--- src/rtl/rggen_rtl_pkg.sv ---
// rtl/rggen_rtl_pkg.sv - shared status and FSM state types for the register block
package rggen_rtl_pkg;

    // Bit 0 set marks an error response.
    typedef enum logic [1:0] {
        RGGEN_OKAY         = 2'b00,
        RGGEN_SLAVE_ERROR  = 2'b01,
        RGGEN_DECODE_ERROR = 2'b11
    } rggen_status_e;

    typedef enum logic [1:0] {
        IDLE    = 2'b00,
        ACCESS  = 2'b01,
        RESPOND = 2'b10
    } rggen_state_e;

endpackage

--- src/rtl/rggen_or_reducer.sv ---
// rtl/rggen_or_reducer.sv - OR of the selected WIDTH-bit lanes of a flattened bus
module rggen_or_reducer #(
    parameter int WIDTH = 1,
    parameter int N     = 1
)(
    input  logic [N-1:0]       select,
    input  logic [WIDTH*N-1:0] data,
    output logic [WIDTH-1:0]   result
);

    always_comb begin
        result = '0;
        for (int i = 0; i < N; i++) begin
            if (select[i]) begin
                result = result | data[i*WIDTH+:WIDTH];
            end
        end
    end

endmodule

--- src/rtl/rggen_register_access_controller.sv ---
// rtl/rggen_register_access_controller.sv - broadcasts a held host access to registers and returns one response
module rggen_register_access_controller
    import rggen_rtl_pkg::*;
#(
    parameter int DATA_WIDTH          = 32,
    parameter int LOCAL_ADDRESS_WIDTH = 16,
    parameter int TOTAL_REGISTERS     = 1,
    parameter int TIMEOUT_CYCLES      = 0
)(
    input  logic                            clk,
    input  logic                            rst_n,
    input  logic                            i_command_valid,
    input  logic                            i_write,
    input  logic                            i_read,
    input  logic [LOCAL_ADDRESS_WIDTH-1:0]  i_address,
    input  logic [DATA_WIDTH-1:0]           i_write_data,
    input  logic [DATA_WIDTH-1:0]           i_write_mask,
    output logic                            o_response_ready,
    output logic [DATA_WIDTH-1:0]           o_read_data,
    output logic [1:0]                      o_status,
    output logic                            o_register_valid,
    output logic                            o_register_write,
    output logic [LOCAL_ADDRESS_WIDTH-1:0]  o_register_address,
    output logic [DATA_WIDTH-1:0]           o_register_write_data,
    output logic [DATA_WIDTH-1:0]           o_register_write_mask,
    input  logic [TOTAL_REGISTERS-1:0]      i_register_active,
    input  logic [TOTAL_REGISTERS-1:0]      i_register_ready,
    input  logic [DATA_WIDTH*TOTAL_REGISTERS-1:0] i_register_read_data,
    input  logic [2*TOTAL_REGISTERS-1:0]    i_register_status
);

    localparam int COUNTER_WIDTH = (TIMEOUT_CYCLES > 0) ? $clog2(TIMEOUT_CYCLES + 1) : 1;
    localparam logic [COUNTER_WIDTH-1:0] TIMEOUT_LAST =
        (TIMEOUT_CYCLES > 0) ? COUNTER_WIDTH'(TIMEOUT_CYCLES - 1) : '0;

    rggen_state_e               state;
    rggen_state_e               state_next;
    logic [COUNTER_WIDTH-1:0]   counter;
    logic [TOTAL_REGISTERS-1:0] hit;
    logic [DATA_WIDTH-1:0]      hit_read_data;
    logic [1:0]                 hit_status;
    logic                       timeout;
    logic                       start;
    logic                       capture;
    logic [DATA_WIDTH-1:0]      capture_data;
    logic [1:0]                 capture_status;

    assign hit     = i_register_active & i_register_ready;
    assign timeout = (TIMEOUT_CYCLES > 0) && (counter == TIMEOUT_LAST);

    rggen_or_reducer #(.WIDTH(DATA_WIDTH), .N(TOTAL_REGISTERS)) u_data_reducer (
        .select (hit),
        .data   (i_register_read_data),
        .result (hit_read_data)
    );

    rggen_or_reducer #(.WIDTH(2), .N(TOTAL_REGISTERS)) u_status_reducer (
        .select (hit),
        .data   (i_register_status),
        .result (hit_status)
    );

    always_ff @(posedge clk or negedge rst_n) begin
        if (!rst_n) begin
            state <= IDLE;
        end else begin
            state <= state_next;
        end
    end

    // Exit priority in ACCESS: decode miss, then a ready hit, then timeout.
    always_comb begin
        state_next     = state;
        start          = 1'b0;
        capture        = 1'b0;
        capture_data   = '0;
        capture_status = RGGEN_OKAY;
        case (state)
            IDLE: begin
                if (i_command_valid && (i_read || i_write)) begin
                    start      = 1'b1;
                    state_next = ACCESS;
                end
            end
            ACCESS: begin
                state_next = RESPOND;
                capture    = 1'b1;
                if (i_register_active == '0) begin
                    capture_status = RGGEN_DECODE_ERROR;
                end else if (hit != '0) begin
                    capture_status = hit_status;
                    capture_data   = o_register_write ? '0 : hit_read_data;
                end else if (timeout) begin
                    capture_status = RGGEN_SLAVE_ERROR;
                end else begin
                    state_next = ACCESS;
                    capture    = 1'b0;
                end
            end
            RESPOND: state_next = IDLE;
            default: state_next = IDLE;
        endcase
    end

    always_ff @(posedge clk or negedge rst_n) begin
        if (!rst_n) begin
            counter               <= '0;
            o_register_write      <= 1'b0;
            o_register_address    <= '0;
            o_register_write_data <= '0;
            o_register_write_mask <= '0;
            o_read_data           <= '0;
            o_status              <= '0;
        end else begin
            if (start) begin
                counter               <= '0;
                o_register_write      <= i_write;
                o_register_address    <= i_address;
                o_register_write_data <= i_write_data;
                o_register_write_mask <= i_write_mask;
            end else if (state == ACCESS) begin
                counter <= counter + 1'b1;
            end
            if (capture) begin
                o_read_data <= capture_data;
                o_status    <= capture_status;
            end
        end
    end

    assign o_register_valid = (state == ACCESS);
    assign o_response_ready = (state == RESPOND);

endmodule

--- config.mk ---
export PLATFORM = sky130hd
export DESIGN_NAME = rggen_register_access_controller
export DESIGN_NICKNAME = d
export VERILOG_FILES = /design/src/rtl/rggen_rtl_pkg.sv /design/src/rtl/rggen_or_reducer.sv /design/src/rtl/rggen_register_access_controller.sv
export SDC_FILE = /design/constraint.sdc
export NUM_CORES = 1
export LEC_CHECK = 0
export BUFFER_PORTS_ARGS = -buffer_cell sky130_fd_sc_hd__buf_2
export CAP_MARGIN = 10
export CELL_PAD_IN_SITES_DETAIL_PLACEMENT = 0
export CELL_PAD_IN_SITES_GLOBAL_PLACEMENT = 1
export CORE_ASPECT_RATIO = 1.4
export CORE_MARGIN = 4
export CORE_UTILIZATION = 36
export CTS_BUF_LIST = sky130_fd_sc_hd__clkbuf_4
export DETAILED_ROUTE_END_ITERATION = 10
export GPL_TIMING_DRIVEN = 0
export HOLD_SLACK_MARGIN = 0.15
export PLACE_DENSITY = 0.81
export SLEW_MARGIN = 40
export SYNTH_ARGS = -nofsm -noshare
export SYNTH_HDL_FRONTEND = slang
export SYNTH_HIERARCHICAL = 1
export SYNTH_SLANG_ARGS = --single-unit
--- constraint.sdc ---
create_clock -name clk -period 1.9 [get_ports clk]
set_input_delay 0 -clock clk [delete_from_list [all_inputs] [get_ports clk]]
set_output_delay 0 -clock clk [all_outputs]
set_load 0.02 [all_outputs]
### Word-level counts from Yosys, hierarchy flattened

Cells that the tools add are included.

| operators by class | value |
|---|---|
| add/subtract/negate cells | 0 |
| $mul | 0 |
| div/mod/pow operators | 0 |
| magnitude comparators | 0 |
| equality and inequality tests | 3 |
| shift-type cells | 0 |
| multiplexer cells | 16 |
| bitwise gates (word level) | 1 |
| reductions and logical operators | 3 |

Operators by type and width:

| kind | count |
|---|---|
| two-way mux 32 bit | 4 |
| two-way mux 2 bit | 6 |
| two-way mux 1 bit | 5 |
| case mux 2 bit (2 select lines) | 1 |
| equality test 2 x 1 -> 1 bit (second input constant) | 1 |
| equality test 2 bit (second input constant) | 1 |
| zero test 2 bit | 1 |
| inequality test 2 bit (second input constant) | 1 |
| bitwise AND 1 bit | 1 |
| logical AND 1 bit | 1 |
| logical OR 1 bit | 1 |

| storage, ports and cells | value |
|---|---|
| flip-flop bits (word level) | 117 |
| latch bits | 0 |
| RAM bits | 0 |
| bits in read-only memories | 0 |
| word-level logic and storage cells | 30 |
| memories kept | 0 |

### Depth between registers and ports, before layout

Gate-level depths: netlist (run 1).

| depth | value |
|---|---|
| word-level depth | 4 |
| mapped depth | 5 |
| mapped depth without buffers | 5 |

### By module

Netlist (run 1), hierarchy kept.

By module, submodules not included:

| module | times used | cells an instance | area an instance (µm²) |
|---|---|---|---|
| rggen_register_access_controller | 1 | 264 | 4372.9 |
| rggen_or_reducer (u_data_reducer) | 1 | 35 | 255.2 |
| rggen_or_reducer (u_status_reducer) | 1 | 2 | 12.5 |

### Least setup slack after synthesis (run 1)

Ideal clock, no wire load.

| path | value |
|---|---|
| path kind | register to register |
| from | reg state[0] |
| to | reg o_register_address[0] |
| setup time | 0.127 ns |
| arrival | 1.315 ns |
| data required time | 1.773 ns |
| path slack | 0.458 ns |
| cell stages (with the launch flop) | 5 |
| path buffers | 2 |
| cells stage by stage | dfrtp_1 -> nor4b_2 -> buf_4 -> buf_6 -> mux2_1 |

| between the ends | value |
|---|---|
| word-level cells in the longest chain between the ends | 2 |

RTL lines:

| item | line | text |
|---|---|---|
| start: declaration | rggen_register_access_controller.sv:36 | `rggen_state_e state;` |
| start signal: assignment | rggen_register_access_controller.sv:67 | `state <= state_next;` |
| zero test 2 bit | rggen_register_access_controller.sv:78 | `case (state)` |
| two-way mux 1 bit | rggen_register_access_controller.sv:78 |  |
| end signal: assignment | rggen_register_access_controller.sv:118 | `o_register_address <= i_address;` |
| end: declaration | rggen_register_access_controller.sv:23 | `output logic [LOCAL_ADDRESS_WIDTH-1:0] o_register_address,` |

No other way between the ends.
A chain may end at the register's enable or synchronous reset.

### Worst setup path in the final report (run 1)

| path | value |
|---|---|
| from | reg state[0] |
| to | reg o_register_write_data[13] |

| between the ends | value |
|---|---|
| word-level cells in the longest chain between the ends | 2 |

RTL lines:

| item | line | text |
|---|---|---|
| zero test 2 bit | rggen_register_access_controller.sv:78 |  |
| two-way mux 1 bit | rggen_register_access_controller.sv:78 |  |
| end signal: assignment | rggen_register_access_controller.sv:119 | `o_register_write_data <= i_write_data;` |
| end: declaration | rggen_register_access_controller.sv:24 | `output logic [DATA_WIDTH-1:0] o_register_write_data,` |

No other way between the ends.

==> results of run 1 <==
==> power by group <==
part	total, uW	internal [uW]	leakage (uW)	switching [uW]
sequential	3380	3090	0.00144	298
clock	1820	935	0.000157	887
combinational	2660	1130	0.00220	1530
==> layout make-up <==
type	count	area [um^2]
Tap cell	150	188
Fill cell	975	4930
Sequential cell	117	2930
Clock inverter	12	136
Clock buffer	20	150
Timing Repair Buffer	359	2440
Inverter	2	7.51
Multi-Input combinational cell	164	1560
Buffer	18	150
==> metrics by stage <==
stage / hold WS [ps] / total power, uW / utilization [%] / instances
floorplan: -296 / 4830 / - / 301
global placement: 217 / 5780 / 48.1 / 688
detailed placement: -87.0 / 5880 / 48.4 / 689
CTS: 156 / 7950 / 60.5 / 842
global route: 189 / 8310 / 60.5 / 842
finish: 214 / 7870 / 60.5 / 842
==> cells in the final DEF (no fill, tap or decap), drive strengths merged <==
cell type,netlist,final
clkbuf,3,23
clkinv,0,8
bufinv,0,3
nor4b,1,1
a22o,32,32
nor3b,1,1
nand2b,4,4
o22ai,2,2
clkinvlp,0,1
inv,2,2
mux2,81,81
a21oi,2,2
nor2,3,3
buf,15,254
o21bai,1,1
nand2,1,1
and2,35,35
dfrtp,117,117
nor2b,1,1
dlygate4sd3,0,120
==> cells in the mapped netlist, drive strengths merged <==
cell type    n
a21oi        2
o21bai       1
o22ai        2
mux2        81
clkbuf       3
nor2b        1
inv          2
nor4b        1
nor3b        1
and2        35
nand2        1
buf         15
a22o        32
nor2         3
dfrtp      117
nand2b       4
==> what timing repair did <==
item                      in CTS  in global routing
hold buffers                 121                  0
buffers inserted               0                  0
hold endpoints to repair     234                  0
==> routing by layer <==
layer / GRT usage, % / routed length (um) / vias up / share of wire, %
met5: 0 / 0 / - / 0
met4: 7.91 / 335 / 0 / 2.4
met3: 6.04 / 910 / 31 / 6.6
met2: 35.7 / 7430 / 164 / 54
met1: 19.8 / 5080 / 1847 / 37
li1: - / - / 1819 / -
==> cells by family after synthesis <==
logic type / count (synthesis)
flops: 117
mux: 81
simple gates: 46
compound gates: 37
buf+inv: 20
==> registers in the layout, summed over array words and instances, names as in the netlist <==
| register | flops |
|---|---|
| o_read_data | 32 |
| o_register_address | 16 |
| o_register_write | 1 |
| o_register_write_data | 32 |
| o_register_write_mask | 32 |
| o_status | 2 |
| state | 2 |
==> how the worst min path moves through the flow <==
stage / startpoint / to / slack, ps / cells past startpoint
2_1_floorplan: rst_n / o_read_data[0] / -300 / 0
3_3_place_gp: i_write_data[22] / o_register_write_data[22] / 220 / 2
3_5_place_dp: rst_n / o_register_write_mask[18] / -90 / 1
4_1_cts: i_read / o_register_write_data[31] / 160 / 5
5_1_grt: i_read / o_register_write_data[31] / 190 / 5
6_report: i_read / o_register_write_data[31] / 210 / 5
==> critical path, cell delays in order, from the launching register on <==
cell	delay, ps
dfrtp_1	420
nor4b_2	270
buf_4	260
buf_6	190
mux2_1	350
==> out/metrics.cfg, run 1 <==
[outcome]
run_status = finished, final reports clean

[place]
portBuffers = 237
preCtsSetupSlack_ps = 297
post-dp-hpwl_mm = 9.29
post_dp_cell_area_mm2 = 0.00605
gp_congestion = 0.711

[clock_tree]
cts_made_buffers = 17
cts_root_buf = clkbuf_4
insertion_delay_ps = 490
clkTransAtPathRegs_ps = 90
htree_levels = 4
max-clock-path-buffers = 2
cts_tree = built
clock-sinks = 117
ctsResizeCount = 0

[synthesis]
synthAdderAreaFrac_pct = 0
syn_area_mm2 = 0.00464
synthMuxAreaShare_pct = 19.7
yosysSeqAreaShare_pct = 63.1
synth_top_area_share_pct = 63.1
synth_compound_area_share_pct = 6.69
synth_area_leaders = dfrtp_1 63%, mux2_1 20%, a22o_1 6.0%
synth_cells = 301
synth_top_family_by_area = multiplexers
synthXorXnorAreaFrac_pct = 0
synth.avg_cell_area_um2 = 15.4
synth.net_count = 422
synth_cell_types = 19
yosysWarnings = 6
synth_top_cell_by_area = dfrtp_1
yosys.area_share.simple_pct = 7.17
synth-seq-cells = 117

[sta]
setup_viol = 0
finalHoldViolations = 0
slew-limit-headroom_pct = 74.1
period_minus_slack_ps = 1600
rsz0062_at_grt = no
setup_tns_ps = 0
fmax_mhz = 624
worstMarginPinSlew_ps = 388
fin_skew_ps = 11.9
setup_ws_ps = 297
finalMaxSlewViolations = 0
fin_crit_sh_pct = 84.4

[global_route]
first_global_vias = 4369
grt_overflow = 0
grt_start_max_net_pins = 76
grt_pass1_wl_mm = 22.4
antenna_found_initial = 0
track_usage_pct = 19.1

[final_layout]
final_area_mm2 = 0.00756
area_growth_pct = 62.9
fin_nets = 800
num_antenna_cells = 0
drive_gt1_share_pct = 46.4

[floorplanning]
die_h_um = 142
die_area_mm2 = 0.0148
start_util_pct = 37.1
die_w_um = 104
ios = 238
core_area_mm2 = 0.0125
row_count = 48

[power]
p_leak_uw = 0.00380
ir_worst_vdd_uv = 359
powerDensity_mw_per_mm2 = 1040

[setup_path]
cp_data_arrival_time_ps = 1970
critical_path.startpoint_type = register
cp-end-kind = register
worstPathRequired_ps = 2270
critPathMaxFanout = 10
crit_start = state[0]
critPathKind = reg -> reg
rr_startpoint = state[0]
cp-endpoint = o_register_write_data[13]
reg2reg_to = o_register_write_data[13]
reg2regPathDepth = 4
reg2reg_slack_ps = 300

[route]
vias_per_cell = 4.59
drcViolationCount = 0
first_pass_iters = 4
dr_total_vias = 3861
drtIter0Drc = 87
routed_wl_mm = 13.8
wl_per_cell_um = 16.3
postRouteAntennaNets = 0

[job]
maxCapViolations = 0

[min_path]
hp-class = in -> reg

No activity file was read; power rests on OpenSTA's default activity.
==> inputs of run 2 (changes only) <==
CORE_UTILIZATION = 33   (was 36)
PLACE_DENSITY = 0.78   (was 0.81)
clock period = 1.34 ns   (was 1.9 ns; I/O delays follow)
==> run 2 against run 1 <==
  * Sequential power up 42%
  * Via count up 1.9%
  * Final area up 1.7%
  * Die area up 8.5%
  * Setup slack worse by 510 ps
  * Total power up 47%
  * Sequential cell count unchanged
  * The run now ends with setup timing left
  * First-iteration DRC count up 13%
==> out/metrics.cfg, run 2 (synthesized netlist as in run 1, its figures left out) <==
[outcome]
run_status = complete, but fails checks
violations = setup timing

[setup_path]
rr_startpoint = state[1]
crit_top_cell = buf_6
crit_chain = nor4b_4 > buf_6 > buf_6 > mux2_1
cp_data_arrival_time_ps = 1920
critPathTopFamily = flip-flops
reg2reg_to = o_register_write_data[29]
cp-end-kind = register
worstPathRequired_ps = 1710
worst_path_largest_cell_delay_ps = 420
crit_start = state[1]
cp-endpoint = o_register_write_data[29]
critPathMaxFanout = 10
critical_path.startpoint_type = register
reg2reg_slack_ps = -220
path_depth = 4
path_buf_inv = 2
reg2regPathDepth = 4
cp_slowest_cell = dfrtp_1
critPathKind = reg -> reg

[min_path]
hp-class = in -> reg
hold_depth = 5

[route]
wl_met2_mm = 7.24
first_pass_iters = 4
routed_wl_mm = 13.4
top_layer = met4
drt-met1-wl_mm = 4.85
vias_per_cell = 4.48
postRouteAntennaNets = 0
dr_total_vias = 3933
drtIter0Drc = 98
drcViolationCount = 0
dr_wl_met3_mm = 1.04
wl_per_cell_um = 15.2

[sta]
rsz0062_at_grt = yes
fin_crit_sh_pct = 116
worstMarginPinSlew_ps = 476
finalHoldViolations = 0
setup_viol = 112
slew-limit-headroom_pct = 68.3
finalMaxSlewViolations = 0
fin_skew_ps = 12.1
period_minus_slack_ps = 1560
setup_ws_ps = -215
fmax_mhz = 643

[clock_tree]
cts_tree = built
cts_made_buffers = 17
clock-sinks = 117
cts_root_buf = clkbuf_4
insertion_delay_ps = 500
clkTransAtPathRegs_ps = 100
max-clock-path-buffers = 2
htree_levels = 4

[global_route]
grt_overflow = 0
grt_pass1_wl_mm = 21.4
track_usage_pct = 17.1
first_global_vias = 4290
antenna_found_initial = 0
grt_start_max_net_pins = 63

[floorplanning]
row_count = 51
ios = 238
core_area_mm2 = 0.0138
die_w_um = 108
die_area_mm2 = 0.0161
die_h_um = 148
start_util_pct = 33.5

[final_layout]
fin_nets = 801
finalCoreUtilization_pct = 55.5
final_common_cell = buf_2
drive_gt1_share_pct = 47.0
reg.largest.list = o_read_data x32, o_register_write_data x32, o_register_write_mask x32
layout.cells.most_common_list = 236 x buf_2, 119 x dlygate4sd3_1, 117 x dfrtp_1
area_growth_pct = 65.7
fillers = 1156
num_antenna_cells = 0

[job]
maxCapViolations = 0

[place]
post-dp-hpwl_mm = 9.11
gp_congestion = 0.713
portBuffers = 237

[power]
p_leak_uw = 0.00384
powerDensity_mw_per_mm2 = 1500
p_total_uw = 11500
ir_worst_vdd_uv = 571

## run 2: repair_timing
| item | CTS | global route |
|---|---|---|
| cloned | 1 | 0 |
| setup endpoints to repair | 113 | 113 |
| setup buffers | 2 | 0 |
| hold endpoints to repair | 234 | 0 |
| hold buffers | 119 | 0 |
| gates resized for setup | 9 | 1 |
## run 2: layer usage
| layer | vias up | track usage (%) |
|---|---|---|
| met5 | - | 0 |
| met4 | 0 | 6.76 |
| met3 | 18 | 5.21 |
| met2 | 156 | 31.4 |
| met1 | 1925 | 17.9 |
| li1 | 1834 | - |
## run 2: stage by stage
step	TNS [ps]	cell area (um^2)	worst slack, ps	hold WS (ps)	std cells
5_1_grt	-28150	7690	-319	162	878
3_3_place_gp	-144280	6060	-1060	218	723
4_1_cts	-19360	7680	-236	180	878
2_1_floorplan	-8120	4640	-89.8	-296	301
3_5_place_dp	-23590	6100	-253	-30.2	724
6_report	-17310	7690	-215	215	878
## run 2: cell type report
| type | instances | area (um^2) | share of cell area [%] |
|---|---|---|---|
| Timing Repair Buffer | 360 | 2440 | 31.7 |
| Multi-Input combinational cell | 164 | 1580 | 20.5 |
| Tap cell | 185 | 231 | 3.01 |
| Clock buffer | 18 | 135 | 1.76 |
| Clock inverter | 14 | 209 | 2.72 |
| Inverter | 2 | 7.51 | 0.0976 |
| Sequential cell | 117 | 2930 | 38.1 |
| Buffer | 18 | 165 | 2.15 |
## run 2: worst reg2reg max path, cell delays in order (launching register included)
cell and delay, ps:
dfrtp_1 420, nor4b_4 290, buf_6 200, buf_6 170, mux2_1 350
## run 2: power by group
group	leakage, uW	internal [uW]	switching (uW)
registers	0.00144	4380	420
clock network	0.000179	1680	1330
logic	0.00222	1590	2140
## run 2: worst min path at each step
stage | start | endpoint | slack (ps)
finish | i_command_valid | state[0] | 210
global route | i_command_valid | state[0] | 160
CTS | i_command_valid | state[0] | 180
detailed placement | rst_n | o_register_write_mask[21] | -30
global placement | i_address[6] | o_register_address[6] | 220
floorplan | rst_n | o_read_data[0] | -300
